--- src/rtl/uart_pkg.sv ---
// rtl/uart_pkg.sv - shared UART state encoding and default widths for uart_tx and uart_rx
package uart_pkg;

   localparam int UART_DATA_WIDTH = 8;
   localparam int UART_DIV_WIDTH  = 16;

   localparam logic UART_IDLE_LEVEL = 1'b1;

   typedef enum logic [2:0] {
      ST_IDLE   = 3'd0,
      ST_START  = 3'd1,
      ST_DATA   = 3'd2,
      ST_PARITY = 3'd3,
      ST_STOP   = 3'd4
   } uart_state_e;

endpackage

--- src/rtl/uart_baud_counter.sv ---
// rtl/uart_baud_counter.sv - bit-time counter; latches the divisor at frame start and pulses bit_end every D cycles
module uart_baud_counter
   import uart_pkg::*;
#(
   parameter int DIV_WIDTH = UART_DIV_WIDTH
) (
   input  logic                 clk_i,
   input  logic                 rst_ni,
   input  logic                 load_i,
   input  logic [DIV_WIDTH-1:0] div_i,
   input  logic                 run_i,
   output logic                 bit_end_o
);

   logic [DIV_WIDTH-1:0] div_q, div_d;
   logic [DIV_WIDTH-1:0] cnt_q, cnt_d;

   assign bit_end_o = run_i && (cnt_q == div_q - 1'b1);

   // A load coincides with the last bit_end of the previous frame; load wins so the new frame starts at 0.
   always_comb begin
      div_d = div_q;
      cnt_d = cnt_q;
      if (load_i) begin
         div_d = (div_i == '0) ? DIV_WIDTH'(1) : div_i;
         cnt_d = '0;
      end else if (run_i) begin
         cnt_d = bit_end_o ? '0 : cnt_q + 1'b1;
      end
   end

   always_ff @(posedge clk_i or negedge rst_ni) begin
      if (!rst_ni) begin
         div_q <= DIV_WIDTH'(1);
         cnt_q <= '0;
      end else begin
         div_q <= div_d;
         cnt_q <= cnt_d;
      end
   end

endmodule

--- src/rtl/uart_tx.sv ---
// rtl/uart_tx.sv - UART transmitter draining the TX FIFO into start/data/parity/stop frames
module uart_tx
   import uart_pkg::*;
#(
   parameter int DATA_WIDTH = UART_DATA_WIDTH,
   parameter int DIV_WIDTH  = UART_DIV_WIDTH
) (
   input  logic                  clk_i,
   input  logic                  rst_ni,
   input  logic                  enable_i,
   input  logic [DIV_WIDTH-1:0]  baud_div_i,
   input  logic                  parity_en_i,
   input  logic                  parity_odd_i,
   input  logic                  two_stop_i,
   input  logic [DATA_WIDTH-1:0] fifo_data_i,
   input  logic                  fifo_empty_i,
   output logic                  fifo_pop_o,
   output logic                  tx_o,
   output logic                  busy_o,
   output logic                  tx_done_o
);

   localparam int CNT_W = (DATA_WIDTH > 1) ? $clog2(DATA_WIDTH) : 1;

   uart_state_e           state_q, state_d;
   logic [DATA_WIDTH-1:0] shift_q, shift_d;
   logic [CNT_W-1:0]      bit_cnt_q, bit_cnt_d;
   logic                  parity_bit_q, parity_bit_d;
   logic                  parity_en_q, parity_en_d;
   logic                  two_stop_q, two_stop_d;
   logic                  pop_q, pop_d;
   logic                  start_frame;
   logic                  bit_end;
   logic                  last_stop;
   logic                  running;

   assign running   = (state_q != ST_IDLE);
   assign last_stop = (bit_cnt_q == CNT_W'(two_stop_q));

   uart_baud_counter #(
      .DIV_WIDTH (DIV_WIDTH)
   ) u_baud (
      .clk_i     (clk_i),
      .rst_ni    (rst_ni),
      .load_i    (start_frame),
      .div_i     (baud_div_i),
      .run_i     (running),
      .bit_end_o (bit_end)
   );

   always_comb begin
      state_d      = state_q;
      shift_d      = shift_q;
      bit_cnt_d    = bit_cnt_q;
      parity_bit_d = parity_bit_q;
      parity_en_d  = parity_en_q;
      two_stop_d   = two_stop_q;
      pop_d        = 1'b0;
      start_frame  = 1'b0;
      tx_done_o    = 1'b0;

      case (state_q)
         ST_IDLE: begin
            start_frame = enable_i && !fifo_empty_i;
         end
         ST_START: begin
            if (bit_end) begin
               state_d   = ST_DATA;
               bit_cnt_d = '0;
            end
         end
         ST_DATA: begin
            if (bit_end) begin
               shift_d = shift_q >> 1;
               if (bit_cnt_q == CNT_W'(DATA_WIDTH - 1)) begin
                  bit_cnt_d = '0;
                  state_d   = parity_en_q ? ST_PARITY : ST_STOP;
               end else begin
                  bit_cnt_d = bit_cnt_q + 1'b1;
               end
            end
         end
         ST_PARITY: begin
            if (bit_end) begin
               state_d   = ST_STOP;
               bit_cnt_d = '0;
            end
         end
         ST_STOP: begin
            if (bit_end) begin
               if (last_stop) begin
                  tx_done_o   = 1'b1;
                  start_frame = enable_i && !fifo_empty_i;
                  state_d     = ST_IDLE;
                  bit_cnt_d   = '0;
               end else begin
                  bit_cnt_d = bit_cnt_q + 1'b1;
               end
            end
         end
         default: begin
            state_d = ST_IDLE;
         end
      endcase

      // Parity is folded to a single bit at load so odd/even never needs to be held.
      if (start_frame) begin
         state_d      = ST_START;
         shift_d      = fifo_data_i;
         parity_bit_d = (^fifo_data_i) ^ parity_odd_i;
         parity_en_d  = parity_en_i;
         two_stop_d   = two_stop_i;
         bit_cnt_d    = '0;
         pop_d        = 1'b1;
      end
   end

   always_comb begin
      tx_o = UART_IDLE_LEVEL;
      case (state_q)
         ST_START:  tx_o = ~UART_IDLE_LEVEL;
         ST_DATA:   tx_o = shift_q[0];
         ST_PARITY: tx_o = parity_bit_q;
         default:   tx_o = UART_IDLE_LEVEL;
      endcase
   end

   assign busy_o     = running;
   assign fifo_pop_o = pop_q;

   always_ff @(posedge clk_i or negedge rst_ni) begin
      if (!rst_ni) begin
         state_q      <= ST_IDLE;
         shift_q      <= '0;
         bit_cnt_q    <= '0;
         parity_bit_q <= 1'b0;
         parity_en_q  <= 1'b0;
         two_stop_q   <= 1'b0;
         pop_q        <= 1'b0;
      end else begin
         state_q      <= state_d;
         shift_q      <= shift_d;
         bit_cnt_q    <= bit_cnt_d;
         parity_bit_q <= parity_bit_d;
         parity_en_q  <= parity_en_d;
         two_stop_q   <= two_stop_d;
         pop_q        <= pop_d;
      end
   end

endmodule

--- config.mk ---
export PLATFORM = sky130hd
export DESIGN_NAME = uart_tx
export DESIGN_NICKNAME = d
export VERILOG_FILES = /design/src/rtl/uart_pkg.sv /design/src/rtl/uart_baud_counter.sv /design/src/rtl/uart_tx.sv
export SDC_FILE = /design/constraint.sdc
export NUM_CORES = 1
export LEC_CHECK = 0
export CELL_PAD_IN_SITES_DETAIL_PLACEMENT = 0
export CELL_PAD_IN_SITES_GLOBAL_PLACEMENT = 1
export CORE_MARGIN = 2
export CORE_UTILIZATION = 46
export CTS_BUF_LIST = sky130_fd_sc_hd__clkbuf_8
export DETAILED_ROUTE_END_ITERATION = 16
export GPL_TIMING_DRIVEN = 0
export PLACE_DENSITY_LB_ADDON = 0.15
export SLEW_MARGIN = 20
export SYNTH_ARGS = -nofsm -noshare
export SYNTH_HDL_FRONTEND = slang
export SYNTH_HIERARCHICAL = 1
export SYNTH_SLANG_ARGS = --single-unit
--- constraint.sdc ---
create_clock -name clk_i -period 4.9 [get_ports clk_i]
set_input_delay 1.47 -clock clk_i [delete_from_list [all_inputs] [get_ports clk_i]]
set_output_delay 1.47 -clock clk_i [all_outputs]
set_load 0.03 [all_outputs]
==> results of run 1 <==
## registers in the layout, summed over array words and instances (netlist names)
register and count:
shift_q 8, u_baud/div_q 16, two_stop_q 1, bit_cnt_q 3, state_q 3, fifo_pop_o 1
u_baud/cnt_q 16, parity_en_q 1, parity_bit_q 1
## worst register-to-register path, stage by stage, from the launching register on
cell	delay (ns)
dfrtp_1	0.38
buf_6	0.13
or4_4	0.53
buf_6	0.15
nor4_4	0.27
and3_4	0.25
o211ai_4	0.12
nor4_4	0.35
or4b_4	0.52
a21o_1	0.27
buf_6	0.18
inv_1	0.09
clkbuf_1	0.32
clkbuf_1	0.47
mux2_2	0.40
## through the flow
stage	setup WS [ns]	power (mW)	setup TNS, ns
after floorplan	0.00610	0.437	0
after global placement	-0.829	0.474	-6.60
after detailed placement	-0.833	0.474	-6.86
after CTS	0.00671	0.725	0
after global routing	-0.0245	0.745	-0.0245
final	0.133	0.712	0
## where the power goes
group          leakage [nW]  internal [mW]  total, mW  switching [mW]
Clock                0.0524          0.112      0.248           0.135
Combinational         0.952         0.0308     0.0517          0.0209
Sequential            0.654          0.413      0.413        0.000182
Total                  1.66          0.556      0.712           0.156
## worst paths after layout
path	slack [ns]	cells after the start	startpoint	to
max in group asynchronous	3.25	1	rst_ni	state_q[1]$_DFFE_PN0P_
worst min-delay path	0.50	2	parity_bit_q$_DFFE_PN0P_	parity_bit_q$_DFFE_PN0P_
worst max-delay path	0.13	10	u_baud/div_q[4]$_DFFE_PN0P_	tx_done_o
worst min register to register	0.50	2	parity_bit_q$_DFFE_PN0P_	parity_bit_q$_DFFE_PN0P_
worst max register to register	0.35	14	u_baud/div_q[4]$_DFFE_PN0P_	u_baud/div_q[6]$_DFFE_PN0P_
min in group asynchronous	1.18	1	rst_ni	u_baud/cnt_q[4]$_DFFE_PN0P_
## cells by family (layout without fill, tap and decap cells)
family,after synthesis,count (layout),synth area share (%)
fa+ha+maj,4,4,1.57
buf+inv,27,68,4.36
xor+xnor,42,42,11.6
mux,29,29,11.2
flops,50,50,39.3
compound gates,49,49,12.1
simple gates,109,109,19.9
## area by class of cell
cell class	instances	area, sq um	area share, %
flip-flops and latches	50	1250	33.3
clock buffers	6	82.6	2.19
inverters	10	37.5	0.997
repair buffers	37	358	9.50
clock inverters	2	8.76	0.233
plain buffers	13	86.3	2.29
well taps	80	100	2.66
multi-input cells	233	1840	48.8
## per-layer routing
| metal | track usage, % | vias up | wire length, um |
|---|---|---|---|
| met5 | 0 | - | 0 |
| met2 | 29.4 | 39 | 3040 |
| li1 | - | 1190 | - |
| met1 | 28.4 | 1179 | 3270 |
| met4 | 5.31 | 0 | 123 |
| met3 | 2.84 | 11 | 227 |
## layout by cell type, fill, tap and decap left out, types with 4 or more instances in the layout
cell and n:
dfrtp_1 47, clkdlybuf4s50_1 32, xnor2_1 23, xor2_1 19
nand2_1 18, nor2_1 17, mux2_2 17, o21ai_0 13
inv_1 11, nor2_2 11, clkbuf_1 8, mux2_4 8
nor3_1 8, a21oi_1 7, nor4_1 7, nand3_1 6
clkbuf_8 6, nand4_1 6, buf_6 5, nand2b_1 5
buf_4 5, nor3b_1 4, and4_1 4, ha_1 4
a31oi_1 4
## repair_timing
item                                   4_1_cts  5_1_grt
setup endpoints to repair                   28       11
endpoints found under the hold margin        0        0
buffers inserted                             1        2
pin swaps                                    1        3
resized for setup                            9        9
==> run metrics, run 1 <==
outcome=finished, final reports clean; Leak Pwr=between 1.5 and 2 nW; Slew Limit Fails=0; Hold Buf Count CTS=0; synth unique cells=a little under 60; Routed WL=6.67 mm; DPL Wire Length=between 4 and 5 mm; detailed-route DRC error count=0; Slowest-stage cell, CP=or4_4; root buffer cell=clkbuf_8; Final Hold Fails=0; TritonRoute pass-1 iters=4; Worst setup EP type=output pin; # IOs=35; Starting DRT DRC Count=93; Yosys warning total=6; Top FF cell, synth=dfrtp_1; Util after Layout=55.7%; Period minus WS final=~4.8 ns; full die area=7600 sq um; CP required=3.43 ns; Max FO, Critical Path=8; design area=3770 sq um; Die W=approximately 87 um; DP Area=3620 sq um; Syn Area/Cell=10.3 sq um; vias=2419; worst-skew pair later-pin latency=0.30 ns; sequential area share after synthesis=between 30% and 40%; Synth area leaders=dfrtp_1 (39%), xnor2_1 (6.3%), mux2_2 (6.0%); Bufs and invs on worst path=3; final cell count without fillers=431; dpl cells=424; fillers=628; post-route ant nets=0; WS Path Type=flip-flop to output pin; layout net count=385; share of cells above drive strength 1=21.7%; DIE HEIGHT=87.2 um; fmax=~210 MHz; post-synth top area share=38.5%; VDD IR max=approximately 0.12 mV; detailed-route wire length per cell=between 15 and 20 um; clock sinks=50; PortBufs=34; Initial Utilization=approximately 47%; row cnt=30; Top delay family on crit path=simple AND/OR/NAND/NOR gates; most frequent cell after synthesis=dfrtp_1; clk buf depth=2; RePlAce Congestion=0.805; Pwr Density=189 nW/um^2; synth cell count leaders=dfrtp_1 (49), xnor2_1 (23), xor2_1 (19); cells along the critical path=buf_6 -> or4_4 -> buf_6 -> nor4_4 -> and3_4 -> o211ai_4 -> nor4_4 -> or4b_4 -> nor2_2 -> buf_4; Yosys reg bits=50; total grt overflow=0; largest net degree at the start of global routing=51; Area growth syn-to-layout=18.3%; post-synthesis cell area=3180 sq um; number of global-route vias before repair=~2400; initial antenna violation count=0; Syn Inst Count=310; Vias per Instance=5.61; CP arrival=about 3.3 ns; Antenna diodes=0; biggest area consumer among synthesized cells=dfrtp_1; clock skew=0.00629 ns; CP peak stage delay=0.53 ns; Final period util=97.3%; Num CTS Buffers=5; H-Tree Depth=2; overall routing resource usage=around a fifth; worst hold path class=flip-flop to flip-flop; final setup fails=0; Hold WS=~0.5 ns; asr flop ratio synth=100%; clk slew on worst S/H paths=0.09 ns; Max-cap violations=0; syn nets=345; Worst-Margin Slew=approximately 0.64 ns; Worst slew margin=57.1%; crit path launch type=flip-flop; number of enable flip-flop cells after synthesis=0; CTS tree=done; core box area=6760 sq um; first-pass GRT wire length=11.6 mm
Power figures use the tool's default switching activity.
==> inputs of run 2 (changes only) <==
HOLD_SLACK_MARGIN = 0.08   (was unset)
==> results of run 2 <==
Final layout, timing and power as in run 1 (identical DEF).
